==> src/rtl/maxmin_pkg.sv <==
// Shared types and constants for the max-min streaming reduction.
package maxmin_pkg;

    localparam int unsigned W_DEFAULT  = 16;
    localparam int unsigned BEAT_LANES = 4;
    localparam int unsigned CNT_W      = 16;

    typedef enum logic {
        ACCUM = 1'b0,
        HOLD  = 1'b1
    } state_e;

    // All-ones value of the requested width (min identity), right-aligned in 64 bits.
    function automatic logic [63:0] all_ones(input int unsigned w);
        logic [63:0] v;
        v = '0;
        for (int unsigned i = 0; i < 64; i++) begin
            if (i < w) begin
                v[i] = 1'b1;
            end
        end
        return v;
    endfunction

    // Beat counter increment that sticks at its maximum instead of wrapping.
    function automatic logic [CNT_W-1:0] sat_inc(input logic [CNT_W-1:0] c);
        return (c == '1) ? c : c + 1'b1;
    endfunction

endpackage

==> src/rtl/maxmin_lane4.sv <==
// Combinational beat reduction: r = min(acc, max(a0,b0), ..., max(a3,b3)).
module maxmin_lane4
    import maxmin_pkg::*;
#(
    parameter int unsigned W = W_DEFAULT
) (
    input  logic [BEAT_LANES*W-1:0] a_i,
    input  logic [BEAT_LANES*W-1:0] b_i,
    input  logic [W-1:0]            acc_i,
    output logic [W-1:0]            r_o
);

    // Lane maxima folded into a running minimum seeded by the accumulator.
    always_comb begin
        logic [W-1:0] m;
        m   = '0;
        r_o = acc_i;
        for (int unsigned i = 0; i < BEAT_LANES; i++) begin
            m = (a_i[i*W +: W] > b_i[i*W +: W]) ? a_i[i*W +: W] : b_i[i*W +: W];
            if (m < r_o) begin
                r_o = m;
            end
        end
    end

endmodule

==> src/rtl/maxmin_reduce_stream.sv <==
// Streaming max-min reduction: folds 4-pair beats into an accumulator and
// presents one result per vector over a valid/ready handshake.
module maxmin_reduce_stream
    import maxmin_pkg::*;
#(
    parameter int unsigned W = W_DEFAULT
) (
    input  logic                    clk,
    input  logic                    rst_n,
    input  logic                    in_valid,
    output logic                    in_ready,
    input  logic                    in_last,
    input  logic [BEAT_LANES*W-1:0] in_a,
    input  logic [BEAT_LANES*W-1:0] in_b,
    output logic                    out_valid,
    input  logic                    out_ready,
    output logic [W-1:0]            out_data,
    output logic [CNT_W-1:0]        out_beats
);

    localparam logic [W-1:0] IDENT = W'(all_ones(W));

    state_e           state_q, state_d;
    logic [W-1:0]     acc_q, acc_d;
    logic [CNT_W-1:0] cnt_q, cnt_d;
    logic [W-1:0]     out_data_q, out_data_d;
    logic [CNT_W-1:0] out_beats_q, out_beats_d;
    logic [W-1:0]     beat_r;
    logic             accept;

    maxmin_lane4 #(.W(W)) u_lane4 (
        .a_i   (in_a),
        .b_i   (in_b),
        .acc_i (acc_q),
        .r_o   (beat_r)
    );

    assign accept = in_valid && in_ready;

    // State register.
    always_ff @(posedge clk or negedge rst_n) begin
        if (!rst_n) begin
            state_q <= ACCUM;
        end else begin
            state_q <= state_d;
        end
    end

    // Next-state: leave ACCUM on an accepted last beat, leave HOLD when consumed.
    always_comb begin
        state_d = state_q;
        unique case (state_q)
            ACCUM: if (accept && in_last) state_d = HOLD;
            HOLD:  if (out_ready)         state_d = ACCUM;
            default:                      state_d = ACCUM;
        endcase
    end

    // Handshake outputs decoded purely from registered state.
    always_comb begin
        in_ready  = (state_q == ACCUM);
        out_valid = (state_q == HOLD);
    end

    // Datapath next values: fold accepted beats, capture result on the last one.
    always_comb begin
        acc_d       = acc_q;
        cnt_d       = cnt_q;
        out_data_d  = out_data_q;
        out_beats_d = out_beats_q;
        if (accept) begin
            if (in_last) begin
                out_data_d  = beat_r;
                out_beats_d = sat_inc(cnt_q);
                acc_d       = IDENT;
                cnt_d       = '0;
            end else begin
                acc_d = beat_r;
                cnt_d = sat_inc(cnt_q);
            end
        end
    end

    // Accumulator, beat counter and output holding registers.
    always_ff @(posedge clk or negedge rst_n) begin
        if (!rst_n) begin
            acc_q       <= IDENT;
            cnt_q       <= '0;
            out_data_q  <= '0;
            out_beats_q <= '0;
        end else begin
            acc_q       <= acc_d;
            cnt_q       <= cnt_d;
            out_data_q  <= out_data_d;
            out_beats_q <= out_beats_d;
        end
    end

    assign out_data  = out_data_q;
    assign out_beats = out_beats_q;

endmodule

==> config.mk <==
export PLATFORM = sky130hd
export DESIGN_NAME = maxmin_reduce_stream
export DESIGN_NICKNAME = d
export VERILOG_FILES = /design/src/rtl/maxmin_pkg.sv /design/src/rtl/maxmin_lane4.sv /design/src/rtl/maxmin_reduce_stream.sv
export SDC_FILE = /design/constraint.sdc
export NUM_CORES = 1
export LEC_CHECK = 0
export BUFFER_PORTS_ARGS = -buffer_cell sky130_fd_sc_hd__buf_2
export CAP_MARGIN = 20
export CELL_PAD_IN_SITES_DETAIL_PLACEMENT = 1
export CELL_PAD_IN_SITES_GLOBAL_PLACEMENT = 2
export CORE_MARGIN = 3
export CORE_UTILIZATION = 36
export CTS_BUF_LIST = sky130_fd_sc_hd__clkbuf_4 sky130_fd_sc_hd__clkbuf_8
export DETAILED_ROUTE_END_ITERATION = 8
export PLACE_DENSITY_LB_ADDON = 0.05
export SLEW_MARGIN = 30
export SYNTH_ARGS = -nofsm -noshare
export SYNTH_HDL_FRONTEND = slang
export SYNTH_HIERARCHICAL = 1
export SYNTH_SLANG_ARGS = --single-unit
==> constraint.sdc <==
create_clock -name clk -period 27.6 [get_ports clk]
set_clock_uncertainty 0.05 [all_clocks]
set_input_delay 2.76 -clock clk [delete_from_list [all_inputs] [get_ports clk]]
set_output_delay 2.76 -clock clk [all_outputs]
set_load 0.01 [all_outputs]
==> impl_metrics.tcl <==
set metrics [dict create \
    status "finished, final reports clean" \
    multi_input_area_sq_um 5870 \
    timing.final.crit_share_pct 56.1 \
    synth_ff_type "dfrtp_1" \
    drc 0 \
    fillers 2818 \
    relSlewSlack_pct 34.9 \
    antenna_left 0 \
    peakVddDrop_uv 44.5 \
    postCtsSetupBuffers 0 \
    power_switching_mw 0.362 \
    io_pins 167 \
    final_util_pct 42.7 \
    drt-total-wl_um 27200 \
    critical_path_buf_inv_count 4 \
    clk_path_buf_depth 2 \
    p_per_area_nw_per_um2 78.5 \
    place_congestion 0.903 \
    cts_hold_buffers 0 \
    grt_pass1_wl_um 43400 \
    syn_to_final_growth_pct 15.2 \
    die_h_um 157 \
    cts.sinks 65 \
    setup_viol 0 \
    syn_area_per_cell_sq_um 7.76 \
    synthTopCellsByArea "ha_1, dfrtp_1, mux2i_1" \
    dpl.cell_count 1465 \
    io_buffers 166 \
    first_pass_iters 7 \
    worstPathMaxFanout 15 \
    cpMostUsedCell "a21o_1" \
    busiest_layer "met2" \
    cts_tree "yes" \
    numCtsBuffers 9 \
    yosys_warnings 6 \
    clockPowerShare_pct 11.8 \
    synth_enable_flop_cells 0 \
    slowest_delay_ns 0.87 \
    met2_usage_pct 37.1 \
    pre_cts_slack_ns 11.82 \
    fin_tns_setup_ns 0 \
    min_path_type "flop to flop" \
    met1_usage_pct 30.5 \
    crit_arrival_ns 15.70 \
    p_leak_nw 5.07 \
    comb_power_share_pct 66.2 \
    die-area_sq_um 24600 \
    antenna_cells 0 \
    power_frac_seq_pct 22.0 \
    syn_nets 1311 \
    grt.overflow.total 0 \
    crit_family "compound AO/OA/AOI/OAI gates" \
    grt_start_max_net_pins 66 \
    internal_power_mw 0.379 \
    post-route-worst-setup-slack_ns 12.12 \
    rows 54 \
    switching_share_pct 48.9 \
    max-cap-violations 0 \
    antenna_found_initial 0 \
    cts_resized 0 \
    root_buffer "clkbuf_8" \
    synthesis.area_sq_um 8200 \
    nets 1451 \
    synth.ff_latch_count 65 \
    wl_per_cell_um 18.4 \
    yosysTopAreaCellShare_pct 18.6 \
    cts.clk_slew.worst_paths_ns 0.07 \
    seqCellArea_sq_um 1650 \
    use_met3_pct 2.38 \
    htreeDepth 3 \
    synth_cell_types 80 \
    vias 8048 \
    hold_viol 0 \
    synth_top_cell_by_area "ha_1" \
    initial_utilization_pct 37.1 \
    max_clock_freq_mhz 64.6 \
    drv_slew 0 \
    drive_above_1_share_pct 21.5 \
    critPathCaptureType "flop" \
    die_x_um 157 \
    clkLatencyLatePin_ns 0.35 \
    rsz0062_at_grt "false" \
    drt-initial-drc-count 320 \
    core_area_sq_um 22100 \
    crit_type "input port to flop" \
    grt_util_all_layers_pct 21.9 \
    tightest_slew_ns 0.977 \
    crit_slowest_cell "o31ai_4" \
    timing.final.crit_period_ns 15.48 \
    crit_required_ns 27.82 \
    fin_cells 1481 \
    first_global_vias 8213 \
    synth_cells 1056 \
    yosysSeqAreaShare_pct 20.1 \
    p_total_mw 0.742 \
    dp_hpwl_um 22600 \
    routed_via_density 5.43 \
    cp-start-kind "input port" \
    synthArstFlopShare_pct 100 \
]
kinds of logic (layout without fill, tap and decap cells):
group	count (synthesis)	in the layout	share of synthesized area (%)
AO/OA/AOI/OAI	266	266	21.5
AND/OR/NAND/NOR	349	349	21.3
adder cells (fa/ha/maj)	123	123	18.7
multiplexers	75	75	9.40
XOR/XNOR	4	4	0.427
buffers and inverters	174	319	8.58
flip-flops	65	65	20.1
Yosys cell counts (all sizes together) (4+ instances only):
master / number
o21ai: 76
and4: 7
dfrtp: 49
dfstp: 16
buf: 16
nand4: 34
mux2i: 59
xnor2: 4
a21oi: 75
nand2b: 7
o31ai: 6
ha: 122
clkbuf: 28
o21a: 5
nand3: 20
nor2b: 9
a21o: 27
a211o: 5
a21boi: 5
a31oi: 13
or3: 7
nor3: 16
nand2: 146
o211ai: 10
inv: 130
o311ai: 5
nor4: 11
mux2: 16
nor2: 68
and3: 9
a211oi: 9
and2: 7
or4: 4
worst paths after layout:
kind	startpoint	to	slack [ns]	cells past startpoint
worst max-delay path	in_b[11]	acc_q[13]$_DFFE_PN1N_	12.12	55
worst min-delay path	acc_q[8]$_DFFE_PN1N_	acc_q[8]$_DFFE_PN1N_	0.42	2
worst max register to register	acc_q[12]$_DFFE_PN1N_	acc_q[13]$_DFFE_PN1N_	16.21	47
worst min register to register	acc_q[8]$_DFFE_PN1N_	acc_q[8]$_DFFE_PN1N_	0.42	2
max in group asynchronous	rst_n	out_data[12]$_DFFE_PN0P_	24.40	2
min in group asynchronous	rst_n	out_beats[6]$_DFFE_PN0P_	2.53	2
worst reg2reg max path, delay by kind of cell (launching register included):
kind	cells	cell delay [ns]
AOI/OAI and AO/OA	28	6.24
adders and majority gates	4	1.22
buffers and inverters	3	0.37
DFF	1	0.60
muxes	4	1.16
and+or+nand+nor	8	1.69
flip-flops by register name, indices dropped and copies added, names as in the netlist:
name / flops
acc_q: 16
cnt_q: 16
out_beats: 16
out_data: 16
out_valid: 1
stage by stage:
stage / area (sq um) / hold slack [ns]
detailed placement: 9240 / 0.412
finish: 9440 / 0.419
CTS: 9440 / 0.422
global route: 9440 / 0.447
global placement: 9240 / 0.404
floorplan: 8200 / 0.389
power by group through the flow:
| stage | sequential, mW | clock (mW) | combinational (mW) |
|---|---|---|---|
| after floorplan | 0.154 | 0 | 0.354 |
| after global placement | 0.163 | 0 | 0.478 |
| after detailed placement | 0.163 | 0 | 0.487 |
| after CTS | 0.162 | 0.0894 | 0.492 |
| after global routing | 0.167 | 0.0938 | 0.547 |
| final | 0.163 | 0.0878 | 0.491 |
area by class of cell:
cell class	count	share of cell area, %
well taps	280	3.71
multi-input cells	817	62.1
clock buffers	13	1.76
repair buffers	173	9.35
inverters	130	5.17
flip-flops and latches	65	17.4
clock inverters	3	0.424
placed cells by master, fill, tap and decap left out, drive strengths merged, types with 10 or more instances in the layout:
| cell type | netlist | layout |
|---|---|---|
| buf | 16 | 173 |
| nand2 | 146 | 146 |
| inv | 130 | 130 |
| ha | 122 | 122 |
| o21ai | 76 | 76 |
| a21oi | 75 | 75 |
| nor2 | 68 | 68 |
| mux2i | 59 | 59 |
| dfrtp | 49 | 49 |
| nand4 | 34 | 34 |
| a21o | 27 | 27 |
| nand3 | 20 | 20 |
| dfstp | 16 | 16 |
| mux2 | 16 | 16 |
| nor3 | 16 | 16 |
| clkbuf | 28 | 13 |
| a31oi | 13 | 13 |
| nor4 | 11 | 11 |
| o211ai | 10 | 10 |
per-layer routing:
layer  part of all wire, %  up-vias
met5                     0        -
met4                   1.2        0
met3                   3.0       24
met2                    47      133
met1                    49     3857
li1                      -     4034
(Power assumes the default switching activity.)
